==> config.mk <==
export PLATFORM = sky130hd
export DESIGN_NAME = uart_tx_arb
export DESIGN_NICKNAME = d
export VERILOG_FILES = /design/src/rtl/uart_tx_arb.sv
export SDC_FILE = /design/constraint.sdc
export NUM_CORES = 1
export LEC_CHECK = 0
export ABC_AREA = 1
export CORE_MARGIN = 2
export CORE_UTILIZATION = 35
export DETAILED_ROUTE_END_ITERATION = 12
export PLACE_DENSITY = 0.52
export SLEW_MARGIN = 20
export SYNTH_ARGS = -nofsm -noshare
export SYNTH_HDL_FRONTEND = slang
export SYNTH_SLANG_ARGS = --single-unit
==> constraint.sdc <==
create_clock -name clk -period 4 [get_ports clk]
set_input_delay 1.2 -clock clk [delete_from_list [all_inputs] [get_ports clk]]
set_output_delay 1.2 -clock clk [all_outputs]
set_load 0.1 [all_outputs]
==> src/rtl/uart_tx_arb.sv <==
// Two-requester byte arbiter in front of a single shared uart_tx.
// Optional macro UART_ARB_FIXED_PRIO_EN: requester 0 always wins ties.

// Small synchronous FIFO, one per requester.
// The read data is combinational from the head slot.
module uart_tx_arb_fifo #(
    parameter int DEPTH = 4
) (
    input  logic       clk,
    input  logic       rst,
    input  logic       push,
    input  logic [7:0] din,
    input  logic       pop,
    output logic [7:0] dout,
    output logic       empty,
    output logic       ready
);
    localparam int AW = (DEPTH > 1) ? $clog2(DEPTH) : 1;

    logic [7:0]  mem [DEPTH];
    logic [AW-1:0] wr_ptr;
    logic [AW-1:0] rd_ptr;
    logic [AW:0]   count;

    // DEPTH is a power of two, so the count MSB is set only when full.
    assign ready = ~count[AW];
    assign empty = (count == '0);
    assign dout  = mem[rd_ptr];

    // Storage array; pointer wrap is the natural modulo-DEPTH overflow.
    always_ff @(posedge clk) begin
        if (push) begin
            mem[wr_ptr] <= din;
        end
    end

    // Pointers and occupancy; push and pop together leave count unchanged.
    always_ff @(posedge clk or posedge rst) begin
        if (rst) begin
            wr_ptr <= '0;
            rd_ptr <= '0;
            count  <= '0;
        end else begin
            if (push) begin
                wr_ptr <= wr_ptr + 1'b1;
            end
            if (pop) begin
                rd_ptr <= rd_ptr + 1'b1;
            end
            unique case ({push, pop})
                2'b10:   count <= count + 1'b1;
                2'b01:   count <= count - 1'b1;
                default: count <= count;
            endcase
        end
    end
endmodule

module uart_tx_arb #(
    parameter int DEPTH = 4
) (
    input  logic       clk,
    input  logic       rst,
    input  logic       req0_valid,
    input  logic [7:0] req0_data,
    output logic       req0_ready,
    input  logic       req1_valid,
    input  logic [7:0] req1_data,
    output logic       req1_ready,
    output logic       tx_start,
    output logic [7:0] tx_data,
    input  logic       tx_busy,
    output logic       tx_src,
    output logic       idle
);
    typedef enum logic [1:0] {
        IDLE      = 2'd0,
        ISSUE     = 2'd1,
        WAIT_DONE = 2'd2
    } state_t;

    state_t     state;
    state_t     state_nxt;

    logic       push0;
    logic       push1;
    logic       pop0;
    logic       pop1;
    logic [7:0] dout0;
    logic [7:0] dout1;
    logic       empty0;
    logic       empty1;
    logic       grant;
    logic       grant_src;
    logic [7:0] data_q;
    logic       src_q;

    assign push0 = req0_valid & req0_ready;
    assign push1 = req1_valid & req1_ready;

    uart_tx_arb_fifo #(.DEPTH(DEPTH)) u_fifo0 (
        .clk   (clk),
        .rst   (rst),
        .push  (push0),
        .din   (req0_data),
        .pop   (pop0),
        .dout  (dout0),
        .empty (empty0),
        .ready (req0_ready)
    );

    uart_tx_arb_fifo #(.DEPTH(DEPTH)) u_fifo1 (
        .clk   (clk),
        .rst   (rst),
        .push  (push1),
        .din   (req1_data),
        .pop   (pop1),
        .dout  (dout1),
        .empty (empty1),
        .ready (req1_ready)
    );

`ifdef UART_ARB_FIXED_PRIO_EN
    // Requester 0 wins whenever it has data.
    always_comb begin
        grant_src = empty0;
    end
`else
    logic rr;

    // Round-robin pick on a tie, otherwise whoever has data.
    always_comb begin
        grant_src = 1'b0;
        if (!empty0 && !empty1) begin
            grant_src = rr;
        end else begin
            grant_src = empty0;
        end
    end

    // After each grant the pointer moves to the other requester.
    always_ff @(posedge clk or posedge rst) begin
        if (rst) begin
            rr <= 1'b0;
        end else if (grant) begin
            rr <= ~grant_src;
        end
    end
`endif

    // Next-state logic; a grant pops exactly one FIFO in IDLE.
    always_comb begin
        state_nxt = state;
        grant     = 1'b0;
        pop0      = 1'b0;
        pop1      = 1'b0;
        unique case (state)
            IDLE: begin
                if (!empty0 || !empty1) begin
                    grant     = 1'b1;
                    pop0      = ~grant_src;
                    pop1      = grant_src;
                    state_nxt = ISSUE;
                end
            end
            ISSUE: begin
                if (tx_busy) begin
                    state_nxt = WAIT_DONE;
                end
            end
            WAIT_DONE: begin
                if (!tx_busy) begin
                    state_nxt = IDLE;
                end
            end
            default: state_nxt = IDLE;
        endcase
    end

    // State register; reset drops any in-flight grant at once.
    always_ff @(posedge clk or posedge rst) begin
        if (rst) begin
            state <= IDLE;
        end else begin
            state <= state_nxt;
        end
    end

    // Byte and owner latch, held stable until the next grant.
    always_ff @(posedge clk or posedge rst) begin
        if (rst) begin
            data_q <= 8'h00;
            src_q  <= 1'b0;
        end else if (grant) begin
            data_q <= grant_src ? dout1 : dout0;
            src_q  <= grant_src;
        end
    end

    assign tx_start = (state == ISSUE);
    assign tx_data  = data_q;
    assign tx_src   = src_q;
    assign idle     = (state == IDLE) && empty0 && empty1;
endmodule

* After elaboration in Yosys (flattened, before gate mapping)
Memory sizes are Yosys's and may differ from the RTL's.
Cells that the tools add are included.
** Word-level totals
- Flip-flop bits (word level) :: 26
- Bits in writable memories :: 64
- Input port bits :: 21
- Output and inout bits :: 13
- Word-level logic and storage cells :: 64
- Memories :: 2
** Cells by class
- Add/subtract/negate cells :: 8
- Eq/ne operators :: 9
- Multiplexer cells :: 18
- Bitwise gates (word level) :: 5
- Reductions and logical operators :: 12
** Memories
- u_fifo0.mem :: words 4, width 8, read ports 1, clocked after Yosys merged registers in 0, write ports 1, line 20 : logic [7:0] mem [DEPTH];
- u_fifo1.mem :: words 4, width 8, read ports 1, clocked after Yosys merged registers in 0, write ports 1, line 20
** Operators by type and width (number)
- 3-bit one-hot mux with 2 select lines :: 2
- 1-bit 2-to-1 mux :: 11
- 2-bit by 1-bit adder with 2-bit output, second input constant :: 4
- 8-bit 2-to-1 mux :: 1
- 3-bit by 1-bit adder with 3-bit output, second input constant :: 2
- 2-bit by 1-bit equality test with 1-bit output, second input constant :: 3
- 2-bit equality test, second input constant :: 3
- 3-bit logical NOT :: 2
- 2-bit 2-to-1 mux :: 3
- 2-bit one-hot mux with 3 select lines :: 1
- 3-bit by 1-bit subtractor with 3-bit output, second input constant :: 2
- 2-bit inequality test, second input constant :: 2
- 2-bit nonzero test :: 2
- 1-bit logical AND :: 3
- 1-bit NOT :: 3
- 3-bit AND reduction :: 1
- 1-bit AND :: 2
- 1-bit logical NOT :: 2
- 2-bit logical NOT :: 1
- 2-bit by 1-bit inequality test with 1-bit output, second input constant :: 1
- 1-bit logical OR :: 1

* Depth between registers and ports, before layout
Gate-level depths: netlist of the first run.
- Depth in word-level cells :: 9
- Depth in mapped cells :: 12
- Gate-level depth less buffers :: 12

* Hierarchy
From an unflattened synthesis of the first run, not the netlist that was laid out.
** Second synthesis, totals
- Cells, all modules :: 377
- Area total of the unflattened synthesis :: 4072.7 sq um
** By module, submodules not included
- uart_tx_arb_fifo :: instances 2, cells each 142, area an instance 1705.4 sq um, sequential area each 1136.1 sq um
- uart_tx_arb :: instances 1, cells each 93, area an instance 661.9 sq um, sequential area each 300.3 sq um

* Least setup slack after synthesis of the first run
OpenSTA, ideal clock, no wires.
- Kind :: register to output
- Start :: register u_fifo0.count[2]
- End :: output idle
- Arrival time :: 2.313 ns
- Data required time :: 2.800 ns
- Setup slack :: 0.487 ns
- Cell stages (with the launch flop) :: 6
- Path buffers :: 0
- Path through :: dfrtp_1 > inv_2 > nand3_2 > nor2_2 > inv_2 > nor2_1
** Between the ends
- Word-level cells in the longest chain between the ends :: 3
** Ends and longest elaborated chain
- start: declaration :: line 23 : logic [AW:0] count;
- start signal: assignment :: line 51 : 2'b10: count <= count + 1'b1;
- start signal: assignment :: line 52 : 2'b01: count <= count - 1'b1;
- start signal: assignment :: line 53 : default: count <= count;
- 3-bit logical NOT :: line 27 : assign empty = (count == '0);
- 1-bit logical AND (2 in a row) :: line 203 : assign idle = (state == IDLE) && empty0 && empty1;
- end: declaration :: line 74 : output logic idle
Every way passes these cells.

* Worst setup path in the final report of the first run
- Start :: register data_q[3], in the netlist tx_data[3]
- End :: output tx_data[3]
** RTL lines
- start: declaration :: line 95 : logic [7:0] data_q;
- start signal: assignment :: line 195 : data_q <= grant_src ? dout1 : dout0;
- end: declaration :: line 71 : output logic [7:0] tx_data,
No word-level cell between the ends.

==> flow_metrics.tcl, run 1 <==
set metrics [dict create \
    ys_seq_area_share_pct 62.4 \
    maxCapViolCount 0 \
    rsz0062_at_grt "no" \
    htree_levels 3 \
    power_density_mw_per_mm2 810 \
    yosysMostFrequentCell "nand2_1" \
    diodes 0 \
    endpoint_kind "output pin" \
    cts.sinks 90 \
    finalCriticalPeriod_ns 3.03 \
    critPathSlowestCell "clkdlybuf4s50_1" \
    numPortBuffers 33 \
    async_reset_ff_share_pct 28.9 \
    placed_area_mm2 0.00456 \
    max_freq_mhz 330 \
    syn_nets 442 \
    pre_cts_ws_ns 0.934 \
    synth_cells 409 \
    rows 39 \
    initial_core_util_pct 35.9 \
    cts_hold_buf 0 \
    die_x_um 113 \
    synth_warnings 0 \
    path_clk_slew_ns 0.06 \
    synth.distinct_cells 24 \
    drtIter0Drc 92 \
    grtUsageTotal_pct 13.8 \
    syn_area_per_cell_um2 10.1 \
    outcome "complete, no violations" \
    setup-violations-final 0 \
    synth_ff_type "edfxtp_1" \
    clock_latency_ns 0.34 \
    cts_buffers 9 \
    min_period_over_period_pct 75.9 \
    synth_top_area_share_pct 46.6 \
    hp-class "flop to flop" \
    cp-start-kind "flop" \
    ios 34 \
    setup_tns_ns 0 \
    dieArea_mm2 0.0127 \
    synth_seq_cells 90 \
    core_region_area_mm2 0.0115 \
    finalHoldViolations 0 \
    synth_area_leaders "edfxtp_1 (47%), dfrtp_1 (16%), nand2_1 (11%)" \
    syn_area_mm2 0.00412 \
    num_vias 2662 \
    power_mw 3.93 \
    slowest_delay_ns 1.14 \
    synthTopCellsByCount "nand2_1 (123), inv_1 (71), edfxtp_1 (64)" \
    hold-worst-slack_ns 0.470 \
    vias_per_cell 4.48 \
    grt_first_pass_wirelength_um 13500 \
    grt_pass1_vias 2632 \
    worst_slack_ns 0.965 \
    clk_path_buf_depth 2 \
    max_slew_margin_pct 34.8 \
    routabilityCongestion 0.729 \
    critPathBufInv 1 \
    synth-edff-count 64 \
    clockRootBuffer "clkbuf_16" \
    drtAntennaViolNets 0 \
    crit_required_ns 2.80 \
    leakage_nw 2.19 \
    drtPass1Iterations 4 \
    layout.nets 479 \
    clock_skew_ns 0.00698 \
    worst_pin_slew_ns 0.975 \
    dp_hpwl_um 5400 \
    crit_family "buffers and inverters" \
    routedWlPerCell_um 13.6 \
    drive_gt1_share_pct 9.31 \
    die_h_um 113 \
    antenna_found_initial 0 \
    worstPathMaxFanout 2 \
    grt_max_degree 27 \
    cts_resized 0 \
    ir_worst_vdd_mv 0.913 \
    area_growth_pct 17.5 \
    postCtsSetupRepairBufs 0 \
    crit_chain "clkdlybuf4s50_1" \
    grt_overflow 0 \
    path_depth 1 \
    slew_viol_final 0 \
    whs_path_depth 2 \
    path_class "flop to output pin" \
    wirelength_um 8090 \
    drc 0 \
    design_area_mm2 0.00484 \
    cts_tree "yes" \
    crit_arrival_ns 1.83 \
    synth_top_area_cell "edfxtp_1" \
    worstRegToRegCells 11 \
]
-- power by group --
| part | leakage, nW | internal [mW] | switching, mW |
|---|---|---|---|
| logic | 1.16 | 0.480 | 1.20 |
| clock network | 0.139 | 0.483 | 0.340 |
| registers | 0.894 | 1.23 | 0.196 |
| total | 2.19 | 2.19 | 1.73 |
-- cell usage in the layout (no fill, tap or decap), types with 2 or more instances in the layout --
cell type / netlist / final
clkbuf_1: 0 / 2
xor2_1: 6 / 6
inv_4: 2 / 2
nor2_1: 13 / 13
o21ai_0: 4 / 4
a21oi_2: 2 / 2
clkbuf_16: 0 / 9
xnor2_1: 2 / 2
nand2_1: 123 / 123
dfrtp_1: 26 / 26
ha_1: 10 / 10
nand2_2: 2 / 2
nor2_2: 2 / 2
buf_4: 3 / 10
clkinv_2: 0 / 2
a21oi_1: 5 / 5
inv_2: 6 / 7
nand3_1: 52 / 52
edfxtp_1: 64 / 64
clkdlybuf4s50_1: 0 / 29
inv_1: 71 / 70
fa_1: 2 / 2
-- stage by stage --
step	util, %	instances
2_1_floorplan	-	409
3_3_place_gp	39.7	578
3_5_place_dp	39.7	578
4_1_cts	42.2	594
5_1_grt	42.2	594
6_report	42.2	594
-- layer usage --
metal	vias to the layer above	part of all wire (%)	GRT usage, %
met5	-	0	0
met4	0	2.3	6.75
met3	12	2.8	2.48
met2	40	44	21.2
met1	1259	51	19.1
li1	1351	-	-
-- state kept, by name, summed over array words and instances (netlist names), 2 cells and up --
register and flops:
u_fifo1.count 3, state 2, u_fifo1.wr_ptr 2, u_fifo0.rd_ptr 2
tx_data 8, u_fifo0.mem 32, u_fifo1.mem 32, u_fifo0.count 3
u_fifo1.rd_ptr 2, u_fifo0.wr_ptr 2
-- path summary, 6_finish.rpt --
path / startpoint / end / slack, ns
worst min-delay path: tx_src / tx_src / 0.47
worst min register to register: tx_src / tx_src / 0.47
worst max-delay path: tx_data[3] / tx_data[3] / 0.97
worst max register to register: u_fifo1.count[0] / u_fifo0.count[2] / 1.49
min in group asynchronous: rst / u_fifo1.count[1] / 1.24
max in group asynchronous: rst / u_fifo0.rd_ptr[1] / 2.38
-- kinds of logic (layout without fill, tap and decap cells) --
logic type	after synthesis	count (layout)	share of synthesized area [%]
compound gates	12	12	1.70
xor+xnor	8	8	1.70
fa+ha+maj	12	12	4.01
buf+inv	93	135	10.2
flops	90	90	62.4
simple gates	194	194	20.0
-- final cells by class --
cell class / instances / area, um^2
Fill cell: 1091 / 6620
Sequential cell: 90 / 2570
Multi-Input combinational cell: 226 / 1130
Timing Repair Buffer: 39 / 365
Inverter: 80 / 310
Clock buffer: 11 / 233
Tap cell: 143 / 179
Clock inverter: 5 / 56.3
(Power assumes the default switching activity.)
==> run 2, diff against run 1 <==
clock period = 2.87 ns   (was 4 ns; I/O delays follow)
==> run 2 against run 1 <==
Die area unchanged. Utilization up 0.59 points. Final area up 1.4%. Non-clock buffer count is 8 higher. Worst setup slack worse by 0.58 ns. Global-route usage decreased by 0.52 points. Routed wire length is 2.1% lower. Largest power group unchanged.
==> flow_metrics.tcl, run 2 (synthesis gave the netlist of run 1 again) <==
set metrics [dict create \
    outcome "complete, no violations" \
    worst_slack_ns 0.381 \
    max_slew_margin_pct 48.8 \
    grt_max_degree 27 \
    rows 39 \
    power_density_mw_per_mm2 1130 \
    vias_per_cell 4.48 \
    finalCriticalPeriod_ns 2.49 \
    wirelength_um 7920 \
    htree_levels 3 \
    drc 0 \
    area_growth_pct 19.2 \
    die_x_um 113 \
    endpoint_kind "output pin" \
    numPortBuffers 33 \
    finalHoldViolations 0 \
    leakage_nw 2.25 \
    setup-violations-final 0 \
    crit_family "simple AND/OR/NAND/NOR gates" \
    mostFrequentLayoutCell "nand2_1" \
    drtPass1Iterations 4 \
    antenna_found_initial 0 \
    core_region_area_mm2 0.0115 \
    grt_pass1_vias 2550 \
    crit_arrival_ns 1.63 \
    dp_hpwl_um 5260 \
    layout_common_cells "nand2_1 (123), inv_1 (71), edfxtp_1 (64)" \
    cp-start-kind "flop" \
    worst_pin_slew_ns 0.768 \
    diodes 0 \
    critPathSlowestCell "dfrtp_1" \
    worstPathMaxFanout 10 \
    cts_hold_buf 0 \
    clock_latency_ns 0.34 \
    grt_first_pass_wirelength_um 12900 \
    postCtsSetupRepairBufs 0 \
    num_vias 2695 \
    clock_skew_ns 0.00572 \
    initial_core_util_pct 35.9 \
    grt_overflow 0 \
    max_freq_mhz 402 \
    routabilityCongestion 0.752 \
    cts.sinks 90 \
    pre_cts_ws_ns 0.324 \
    cts_tree "yes" \
    critPathBufInv 2 \
    path_clk_slew_ns 0.06 \
    crit_chain "nor2_2, inv_1, nor2_2, buf_12" \
    hp-class "flop to flop" \
    grtUsageTotal_pct 13.3 \
    path_class "flop to output pin" \
    maxCapViolCount 0 \
    slowest_delay_ns 0.40 \
    cts_resized 0 \
    clk_path_buf_depth 2 \
    cts_buffers 9 \
    final_cells 602 \
    crit_required_ns 2.01 \
    crit_path_frequent_cell "nor2_2" \
    drive_gt1_share_pct 12.2 \
    setup_tns_ns 0 \
    drtIter0Drc 153 \
    routedWlPerCell_um 13.1 \
    clockRootBuffer "clkbuf_16" \
    worstRegToRegCells 9 \
    ir_worst_vdd_mv 0.868 \
    min_period_over_period_pct 86.7 \
    whs_path_depth 2 \
    rsz0062_at_grt "no" \
    dieArea_mm2 0.0127 \
    die_h_um 113 \
    hold-worst-slack_ns 0.485 \
    ios 34 \
    slew_viol_final 0 \
    layout.nets 487 \
    post-place-cells 586 \
    path_depth 4 \
    drtAntennaViolNets 0 \
]
-- run 2: cell types whose count changed in the layout (fill, tap and decap cells not counted), moves of 2 or more --
cell             before  now
clkdlybuf4s50_1      29   20
clkbuf_1              2    4
clkinv_2              2    0
buf_4                10   26
-- run 2: final timing paths --
path / slack, ns / from / endpoint
max in group asynchronous: 1.72 / rst / tx_data[6]
worst min register to register: 0.48 / tx_src / tx_src
min in group asynchronous: 0.89 / rst / u_fifo0.count[2]
worst min-delay path: 0.48 / tx_src / tx_src
worst max register to register: 0.61 / state[0] / u_fifo0.count[2]
worst max-delay path: 0.38 / state[0] / idle
-- run 2: through the flow --
stage | instance area [um^2] | power [mW] | utilization, %
2_1_floorplan | 4120 | 3.86 | -
3_3_place_gp | 4610 | 4.35 | 40.2
3_5_place_dp | 4610 | 4.40 | 40.2
4_1_cts | 4910 | 5.63 | 42.8
5_1_grt | 4910 | 5.94 | 42.8
6_report | 4910 | 5.56 | 42.8
-- run 2: cell type report --
class	instances	area, um^2
timing repair buffer	47	415
inverter	80	310
multi-input combinational	226	1130
sequential	90	2570
clock inverter	3	63.8
tap	143	179
fill	1096	6560
clock buffer	13	240
-- run 2: metal layers --
layer	vias to the layer above	part of all wire, %	global-route usage (%)
met1	1273	48	18.5
met2	41	46	20.2
met4	0	1.9	6.42
li1	1372	-	-
met5	-	0	0
met3	9	3.2	2.59
-- run 2: power by group --
part	leakage [nW]	internal, mW	total, mW	switching (mW)
sequential	0.894	1.71	2.00	0.287
combinational	1.21	0.696	2.34	1.64
clock	0.145	0.762	1.22	0.461
total	2.25	3.17	5.56	2.39
-- run 2: worst min-delay path, cell delays in order (launching register included) --
cell and delay, ns:
dfrtp_1 0.35, nand2_1 0.06, nand2_1 0.05
==> run 3, diff against run 2 <==
CORE_UTILIZATION = 58   (was 35)
PLACE_DENSITY = 0.79   (was 0.52)
==> run 3 against run 2 <==
Hold slack better by 0.020 ns. Critical path type unchanged. Largest cell class unchanged. Combinational power about the same. Largest power group unchanged. Worst setup slack better by 0.0075 ns. Power is 9.1% lower. Register-to-register slack worse by 0.03 ns. Final area fell by 4.1%. Clock power decreased by 40%. First-iteration DRC count up 41%. Sequential power about the same. Die area decreased by 38%. Sequential cell count unchanged. Clock skew up 0.0068 ns.
==> flow_metrics.tcl, run 3 (synthesis gave the netlist of run 1 again) <==
set metrics [dict create \
    area_growth_pct 14.3 \
    setup-violations-final 0 \
    multi_input_area_mm2 0.00113 \
    core_region_area_mm2 0.00683 \
    finalHoldViolations 0 \
    worstPathMaxFanout 9 \
    maxCapViolCount 0 \
    dp_hpwl_um 5200 \
    htree_levels 3 \
    met2_length_um 3500 \
    grt_max_degree 27 \
    drtPass1Iterations 5 \
    postCtsSetupRepairBufs 0 \
    cts_buffers 9 \
    fill_cells 511 \
    grt_first_pass_wirelength_um 12100 \
    crit_arrival_ns 1.62 \
    hold_start "tx_data[6]" \
    top_layer_used "met4" \
    worst_slack_ns 0.389 \
    wl_met1_um 3310 \
    worstHoldEndpoint "tx_data[6]" \
    vias_per_cell 4.90 \
    drtAntennaViolNets 0 \
    worst_pin_slew_ns 0.715 \
    drc 0 \
    max_freq_mhz 403 \
    initial_core_util_pct 60.3 \
    mostFrequentLayoutCell "nand2_1" \
    clock_latency_ns 0.35 \
    whs_path_depth 2 \
    min_period_over_period_pct 86.5 \
    worstRegToRegCells 12 \
    routabilityCongestion 0.837 \
    rows 30 \
    clockRootBuffer "clkbuf_8" \
    path_class "flop to output pin" \
    die_x_um 88.3 \
    cp-start-kind "flop" \
    num_vias 2721 \
    grt_overflow 0 \
    hp-class "flop to flop" \
    die_h_um 88.3 \
    timing.rr.end "u_fifo0.count[2]" \
    cts.sinks 90 \
    r2r_start "u_fifo1.count[0]" \
    outcome "complete, no violations" \
    power_density_mw_per_mm2 1070 \
    ir_worst_vdd_mv 0.895 \
    cts_hold_buf 0 \
    max_slew_margin_pct 52.3 \
    drive_gt1_share_pct 12.4 \
    finalCriticalPeriod_ns 2.48 \
    pre_cts_ws_ns 0.320 \
    slew_viol_final 0 \
    setup_tns_ns 0 \
    grt_pass1_vias 2737 \
    numPortBuffers 33 \
    endpoint_kind "output pin" \
    dr_wl_met3_um 383 \
    rsz0062_at_grt "no" \
    wirelength_um 7280 \
    grtUsageTotal_pct 20.4 \
    drtIter0Drc 215 \
    dieArea_mm2 0.00780 \
    layout_common_cells "nand2_1 (123), inv_1 (71), edfxtp_1 (64)" \
    antenna_found_initial 0 \
    diodes 0 \
    cts_tree "yes" \
    path_clk_slew_ns 0.08 \
    r2r_slack_ns 0.58 \
    crit_required_ns 2.01 \
    routedWlPerCell_um 13.1 \
    ff_latch_area_mm2 0.00257 \
    ios 34 \
    clock_skew_ns 0.0125 \
    layout.nets 487 \
    leakage_nw 2.18 \
    clk_path_buf_depth 2 \
    cts_resized 0 \
]
[run 3: cell types whose count changed in the layout (fill, tap and decap cells not counted)]
cell	before	now
bufinv_16	2	0
clkbuf_1	4	2
clkbuf_16	9	0
clkbuf_8	0	9
clkinv_1	1	2
clkinv_4	0	1
clkinvlp_4	0	2
[run 3: per-stage QoR]
stage	area, um^2	cells	power [mW]	hold slack, ns	util [%]
2_1_floorplan	4120	409	3.86	0.453	-
3_3_place_gp	4550	539	4.25	0.468	66.6
3_5_place_dp	4550	539	4.34	0.484	66.6
4_1_cts	4710	555	5.07	0.502	69.0
5_1_grt	4710	555	5.40	0.514	69.0
6_report	4710	555	5.05	0.505	69.0
[run 3: area by class of cell]
class	count	share of cell area (%)
Clock buffer	11	2.79
Clock inverter	5	0.664
Inverter	80	6.59
Multi-Input combinational cell	226	24.0
Sequential cell	90	54.6
Tap cell	96	2.55
Timing Repair Buffer	47	8.82
[run 3: worst max-delay path: stages (launching register included)]
cell     delay [ns]
dfrtp_1        0.41
nor2_2         0.34
inv_1          0.13
nor2_2         0.19
buf_12         0.20
[run 3: per-layer routing]
layer	vias to the layer above	GRT usage (%)
met5	-	0
met3	10	4.10
li1	1369	-
met4	0	6.75
met1	1279	27.4
met2	63	33.8
[run 3: worst max-delay path by stage]
stage	endpoint	cells past startpoint	from	slack, ns
after floorplan	idle	5	u_fifo0.count[2]	0.17
after global placement	u_fifo0.count[2]	8	req0_valid	0.36
after detailed placement	u_fifo0.count[2]	8	req0_valid	0.32
after CTS	idle	4	state[0]	0.37
after global routing	idle	4	state[0]	0.29
final	idle	4	state[0]	0.39
[run 3: where the power goes]
group / leakage (nW) / switching (mW) / internal [mW]
sequential: 0.894 / 0.269 / 1.71
clock: 0.0746 / 0.424 / 0.311
combinational: 1.21 / 1.65 / 0.694
